==> src/rtl/alu_pkg.sv <==
// Shared definitions for the ALU operand sequencer: FSM state encodings,
// operation-code constants and the legality check on a 4-bit code.
package alu_pkg;

    // Sequencer states (3-bit encoding, kept as plain constants)
    localparam logic [2:0] ST_GET_CTRL = 3'd0;
    localparam logic [2:0] ST_GET_A    = 3'd1;
    localparam logic [2:0] ST_GET_B    = 3'd2;
    localparam logic [2:0] ST_ISSUE    = 3'd3;
    localparam logic [2:0] ST_RESULT   = 3'd4;

    // Operation codes understood by the compare/logic stage
    localparam logic [3:0] OP_TRA  = 4'd2;
    localparam logic [3:0] OP_INC  = 4'd3;
    localparam logic [3:0] OP_DEC  = 4'd4;
    localparam logic [3:0] OP_NOT  = 4'd5;
    localparam logic [3:0] OP_NOR  = 4'd6;
    localparam logic [3:0] OP_XOR  = 4'd7;
    localparam logic [3:0] OP_XNOR = 4'd8;
    localparam logic [3:0] OP_GT   = 4'd9;
    localparam logic [3:0] OP_LT   = 4'd10;
    localparam logic [3:0] OP_EQ   = 4'd11;

    // Bounds of the defined code range
    localparam logic [3:0] OP_MIN = OP_TRA;
    localparam logic [3:0] OP_MAX = OP_EQ;

    // A code outside OP_MIN..OP_MAX is not executed by the stage
    function automatic logic op_is_illegal(input logic [3:0] code);
        return (code < OP_MIN) || (code > OP_MAX);
    endfunction

endpackage

==> src/rtl/alu_operand_sequencer.sv <==
// Collects a control beat and two operand beats from a byte stream, presents
// them to an external compare/logic stage for one cycle, captures the result
// with zero/negative/illegal flags and holds it until the consumer takes it.
//
// Handshakes: a beat moves on a rising edge where in_valid && in_ready; a
// result moves on a rising edge where res_valid && res_ready. Neither side
// may make valid depend on ready; res_ready outside RESULT has no effect.
module alu_operand_sequencer
    import alu_pkg::*;
(
    input  logic       clk,
    input  logic       rst,
    input  logic [7:0] in_data,
    input  logic       in_valid,
    output logic       in_ready,
    output logic [7:0] op_a,
    output logic [7:0] op_b,
    output logic [3:0] op_ctrl,
    input  logic [7:0] alu_s,
    output logic [7:0] res_data,
    output logic       res_zero,
    output logic       res_neg,
    output logic       res_illegal,
    output logic       res_valid,
    input  logic       res_ready,
    output logic [7:0] op_count
);

    logic [2:0] state;
    logic       beat;
    logic       take;
    logic       unused_hi;

    // Upper nibble of the control beat carries no meaning
    assign unused_hi = ^in_data[7:4];

    // Ready only while gathering beats, and never during a reset cycle
    assign in_ready = !rst && ((state == ST_GET_CTRL) ||
                               (state == ST_GET_A)    ||
                               (state == ST_GET_B));
    assign res_valid = !rst && (state == ST_RESULT);

    assign beat = in_valid && in_ready;
    assign take = res_valid && res_ready;

    // Sequencer FSM with operand, result and counter registers
    always_ff @(posedge clk) begin
        if (rst) begin
            state       <= ST_GET_CTRL;
            op_a        <= 8'h00;
            op_b        <= 8'h00;
            op_ctrl     <= 4'h0;
            res_data    <= 8'h00;
            res_zero    <= 1'b0;
            res_neg     <= 1'b0;
            res_illegal <= 1'b0;
            op_count    <= 8'h00;
        end else begin
            case (state)
                ST_GET_CTRL: begin
                    if (beat) begin
                        op_ctrl <= in_data[3:0];
                        state   <= ST_GET_A;
                    end
                end
                ST_GET_A: begin
                    if (beat) begin
                        op_a  <= in_data;
                        state <= ST_GET_B;
                    end
                end
                ST_GET_B: begin
                    if (beat) begin
                        op_b  <= in_data;
                        state <= ST_ISSUE;
                    end
                end
                ST_ISSUE: begin
                    // Operands have been stable for a full cycle; sample the stage
                    res_data    <= alu_s;
                    res_zero    <= (alu_s == 8'h00);
                    res_neg     <= alu_s[7];
                    res_illegal <= op_is_illegal(op_ctrl);
                    state       <= ST_RESULT;
                end
                ST_RESULT: begin
                    // No bypass: the next control beat waits for GET_CTRL
                    if (take) begin
                        op_count <= op_count + 8'd1;
                        state    <= ST_GET_CTRL;
                    end
                end
                default: begin
                    state <= ST_GET_CTRL;
                end
            endcase
        end
    end

endmodule
==> config.mk <==
export PLATFORM = sky130hd
export DESIGN_NAME = alu_operand_sequencer
export DESIGN_NICKNAME = d
export VERILOG_FILES = /design/src/rtl/alu_pkg.sv /design/src/rtl/alu_operand_sequencer.sv
export SDC_FILE = /design/constraint.sdc
export NUM_CORES = 1
export LEC_CHECK = 0
export ABC_AREA = 1
export BUFFER_PORTS_ARGS = -buffer_cell sky130_fd_sc_hd__buf_2
export CORE_ASPECT_RATIO = 1.75
export CORE_UTILIZATION = 53
export DETAILED_ROUTE_END_ITERATION = 7
export PLACE_DENSITY = 0.82
export SETUP_SLACK_MARGIN = 0.4
export SYNTH_ARGS = -nofsm -noshare
export SYNTH_HDL_FRONTEND = slang
export SYNTH_SLANG_ARGS = --single-unit
==> constraint.sdc <==
create_clock -name clk -period 3.5 [get_ports clk]
set_input_delay 0 -clock clk [delete_from_list [all_inputs] [get_ports clk]]
set_output_delay 0 -clock clk [all_outputs]
set_load 0.02 [all_outputs]
* Word level (Yosys, flattened, before mapping)
Index checks and enable logic that the tools add are counted.
** Operators by class
- $add $sub $neg :: 1
- Magnitude comparators :: 2
- Equal/unequal tests :: 8
- Muxes and demuxes :: 5
- Reductions and logical operators :: 15
** Operators by type and width (number)
- case mux 3 bit (5 select lines) :: 1
- two-way mux 3 bit :: 4
- adder 8 x 1 -> 8 bit (second input constant) :: 1
- logical NOT 8 bit :: 1
- != test 2 bit (second input constant) :: 4
- AND reduction 2 bit :: 4
- equality test 3 x 2 -> 1 bit (second input constant) :: 2
- > comparator 4 bit (second input constant) :: 1
- logical AND 1 bit :: 4
- < comparator 4 x 2 -> 1 bit (second input constant) :: 1
- AND reduction 4 bit :: 1
- equality test 3 x 1 -> 1 bit (second input constant) :: 1
- equality test 3 bit (second input constant) :: 1
- logical NOT 3 bit :: 1
- logical OR 1 bit :: 3
- logical NOT 1 bit :: 1
** Word-level totals
- Bits in registers :: 42
- Input port bits :: 20
- Output and inout port bits :: 41
- Word-level logic and storage cells :: 40

* Longest topological paths before layout
- Depth in word-level cells :: 7
- Depth in mapped cells :: 7
- Gate-level depth less buffers :: 7

* Worst setup path after synthesis
No wires, ideal clock.
- Path kind :: register to register
- Start point :: register op_count[0]
- End point :: register op_count[4]
- Data arrival time :: 1096 ps
- Slack :: 2271 ps
- Stages on the path, launching flop included :: 6
- Path buffers :: 0
- Clock period less this slack :: 1229 ps
- Cell sequence :: dfxtp_1 ha_1 nand3_1 xnor2_1 nand2_1 a21oi_1
** Between the ends
- Cells in the longest elaborated chain, start to end :: 1
** Ends and longest elaborated chain
- start, declared :: RTL line alu_operand_sequencer.sv:26 : output logic [7:0] op_count
- start signal, assigned :: RTL line alu_operand_sequencer.sv:89 : op_count <= op_count + 8'd1;
- adder 8 x 1 -> 8 bit :: RTL line alu_operand_sequencer.sv:89
No other way between the ends.
A chain may end at the register's enable or synchronous reset.

* Worst setup path after layout
- Start point :: register state[1]
- End point :: register op_b[7]
** Between the ends
- Cells in the longest elaborated chain, start to end :: 6
- Elaborated cells on any way between the ends :: 8
** Ends and longest elaborated chain
- start, declared :: RTL line alu_operand_sequencer.sv:29 : logic [2:0] state;
- start signal, assigned :: RTL line alu_operand_sequencer.sv:49 : state <= ST_GET_CTRL;
- start signal, assigned :: RTL line alu_operand_sequencer.sv:63 : state <= ST_GET_A;
- start signal, assigned :: RTL line alu_operand_sequencer.sv:69 : state <= ST_GET_B;
- equality test 3 x 1 -> 1 bit or logical NOT 3 bit (tied branches) :: RTL line alu_operand_sequencer.sv:39, alu_operand_sequencer.sv:38
- logical OR 1 bit :: RTL line alu_operand_sequencer.sv:38 : assign in_ready = !rst && ((state == ST_GET_CTRL) ||
- logical OR 1 bit :: RTL line alu_operand_sequencer.sv:39 : (state == ST_GET_A) ||
- logical AND 1 bit :: RTL line alu_operand_sequencer.sv:38
- logical AND 1 bit :: RTL line alu_operand_sequencer.sv:43 : assign beat = in_valid && in_ready;
- AND reduction 2 bit (no source line) *
- end signal, assigned :: RTL line alu_operand_sequencer.sv:74 : op_b <= in_data;
- end, declared :: RTL line alu_operand_sequencer.sv:17 : output logic [7:0] op_b,
Every way passes the cells marked *; elsewhere a longest branch is shown, timed or not.

==> flow_summary_export.csv <==
group,metric,value,unit
status,status,"complete, no violations",
logic_synthesis,ys_types,23,
clock_network,numCtsBuffers,5,
timing,setup_violations,0,
detailed_routing,first_pass_iters,4,
place,place_ws,1.72,ns
worst_setup_path,crit_type,"reg -> reg",
clock_network,cts_tree,"yes",
floorplan,io_pins,61,
worst_setup_path,end_kind,"flop",
worst_hold_path,hold_path_class,"in -> reg",
logic_synthesis,synth-seq-cells,41,
logic_synthesis,netlist_top_cells_area,"dfxtp_1 (47%), nor2_1 (13%), nand2_1 (9.8%)",
logic_synthesis,synthCells,251,
timing,finalHoldViolCount,0,
power_and_ir_drop,powerDensity,420,mW/mm2
clock_network,insertion_delay,0.29,ns
timing,grt_setup_unrepaired,"false",
detailed_routing,drtAntennaViolNets,0,
finish,most-common-layout-cells,"nor2_1 (62), buf_2 (60), nand2_1 (46)",
logic_synthesis,syn_avg_cell_area,7.00,um2
global_route,grt_pass1_vias,1663,
detailed_routing,vias,1806,
floorplan,die_area,0.00356,mm2
global_route,overflow,0,
logic_synthesis,synth_seq_area_share,46.7,%
logic_synthesis,synth_fp_nets,272,
floorplan,dieWidth,45.5,um
logic_synthesis,syn_area,0.00176,mm2
logic_synthesis,synth_top_area_share,46.7,%
timing,finalWorstPathRequiredPeriod,1.81,ns
detailed_routing,routedWlPerCell,11.3,um
logic_synthesis,ys.warnings.count,0,
global_route,grtUsageTotal,26.0,%
floorplan,fp.dieH,78.2,um
power_and_ir_drop,power_switching,216,uW
place,dpl_cell_area,0.00206,mm2
timing,maxSlewViolCount,0,
finish,fin_area,0.00228,mm2
finish,drive_gt1_share,23.4,%
detailed_routing,routed_wl,4100,um
power_and_ir_drop,leakagePower,1.12,nW
run,cap_violations,0,
finish,fill_cells,292,
global_route,grt_max_degree,30,
floorplan,rows,27,
timing,setup_ws,1.69,ns
worst_setup_path,critPathRequiredTime,3.73,ns
clock_network,cts.path.max_buffers,2,
worst_setup_path,crit_path_start_kind,"flop",
timing,fmax,0.552,GHz
place,dpl.hpwl,2770,um
clock_network,clockRootBuffer,"clkbuf_8",
timing,worstMarginPinSlew,0.804,ns
finish,layout_commonest_cell,"nor2_1",
timing,finalCritPeriodShare,51.8,%
place,io_buffers,60,
power_and_ir_drop,power_frac_comb,9.2,%
finish,fin_nets,340,
timing,fin_tns_setup,0,ns
clock_network,htreeDepth,2,
detailed_routing,first_iter_violations,37,
floorplan,core_area,0.00314,mm2
finish,area_growth,29.8,%
logic_synthesis,yosysTopAreaCell,"dfxtp_1",
floorplan,start_util,56.0,%
worst_setup_path,path_max_fanout,23,
worst_setup_path,crit_arrival,2.04,ns
power_and_ir_drop,internal_power,741,uW
place,finalWeightedCongestion,0.837,
timing,clock_skew,0.00349,ns
power_and_ir_drop,clock_power_share,40.6,%
clock_network,cts_sinks,41,
global_route,grt_first_pass_wirelength,6880,um
power_and_ir_drop,ir_drop,0.514,mV
power_and_ir_drop,pwr-share-seq,50.2,%
global_route,antenna_found_initial,0,
detailed_routing,drc_errors,0,
detailed_routing,via_per_inst,4.98,
timing,slew-limit-headroom,46.4,%
finish,diodes,0,
power_and_ir_drop,sw_frac_of_total,22.6,%
clock_network,clk_pin_slew_worst_paths,0.08,ns
==> worst max-delay path, cell delays in order, from the launching register on <==
cell     delay [ns]
dfxtp_1        0.44
nand2_1        0.14
nand2_2        0.08
nor3_4         0.55
inv_2          0.16
nor2_4         0.22
nor2_1         0.08
nor2_1         0.09
==> registers in the layout (all words and copies together) (netlist names) <==
register	cells
op_a	8
op_b	8
op_count	8
res_data	8
op_ctrl	4
state	3
res_illegal	1
res_zero	1
==> cell type report <==
| cell class | instances | area (um2) | area share, % |
|---|---|---|---|
| Sequential cell | 41 | 821 | 36.0 |
| Multi-Input combinational cell | 177 | 800 | 35.1 |
| Timing Repair Buffer | 70 | 400 | 17.6 |
| Inverter | 24 | 90.1 | 3.95 |
| Clock buffer | 7 | 86.3 | 3.78 |
| Tap cell | 43 | 53.8 | 2.36 |
| Clock inverter | 1 | 30.0 | 1.32 |
==> logic make-up after synthesis <==
logic type | count (synthesis) | share of synthesized area [%]
AND/OR/NAND/NOR | 150 | 36.9
flip-flops | 41 | 46.7
AO/OA/AOI/OAI | 24 | 6.83
buffers and inverters | 33 | 7.83
adder cells (fa/ha/maj) | 1 | 0.712
XOR/XNOR | 2 | 0.997
==> stage by stage <==
step           utilization, %  power, mW  hold slack [ns]  std cells
2_1_floorplan               -      0.543           0.0793        251
3_3_place_gp             65.7      0.568            0.268        345
3_5_place_dp             65.7      0.570            0.273        345
4_1_cts                  72.6      0.962           0.0121        363
5_1_grt                  72.6      0.999           0.0117        363
6_report                 72.6      0.957           0.0209        363
==> metal layers <==
| metal | global-route usage, % | routed length, um | vias up |
|---|---|---|---|
| met5 | 0 | 0 | - |
| met3 | 5.75 | 169 | 12 |
| li1 | - | - | 924 |
| met4 | 12.7 | 92 | 0 |
| met2 | 47.0 | 2310 | 58 |
| met1 | 25.8 | 1520 | 812 |
==> power groups by stage <==
stage                     combinational, mW  clock [mW]  sequential (mW)
after global routing                 0.0990       0.418            0.482
after floorplan                      0.0443           0            0.499
final                                0.0882       0.388            0.481
after global placement               0.0768           0            0.492
after detailed placement             0.0783           0            0.492
after CTS                            0.0877       0.393            0.481
==> worst paths after layout <==
| path | from | to | slack [ns] | depth (start not counted) |
|---|---|---|---|---|
| hold / removal | in_data[2] | op_ctrl[2]$_SDFFE_PP0P_ | 0.02 | 3 |
| setup / recovery | state[1]$_SDFFE_PP0P_ | op_b[7]$_SDFFE_PP0P_ | 1.69 | 7 |
| hold reg to reg | op_b[4]$_SDFFE_PP0P_ | op_b[4]$_SDFFE_PP0P_ | 0.47 | 2 |
| setup reg to reg | state[1]$_SDFFE_PP0P_ | op_b[7]$_SDFFE_PP0P_ | 1.69 | 7 |
==> synthesized netlist by cell type <==
cell	instances
a21oi_1	14
buf_2	2
buf_4	3
clkbuf_1	4
clkinv_1	1
dfxtp_1	41
ha_1	1
inv_1	22
inv_2	1
nand2_1	46
nand2_2	1
nand3_1	29
nand3_2	1
nand4_1	1
nor2_1	62
nor2_2	1
nor2_4	2
nor3_1	5
nor3_4	1
o21ai_0	10
or2_2	1
xnor2_1	1
xor2_1	1
==> what timing repair did <==
| action | CTS | global route |
|---|---|---|
| endpoints found under the hold margin | 10 | 0 |
| resized for setup | 0 | 0 |
| hold buffers | 10 | 0 |
| setup buffers | 0 | 0 |
No activity file was read; power rests on OpenSTA's default activity.
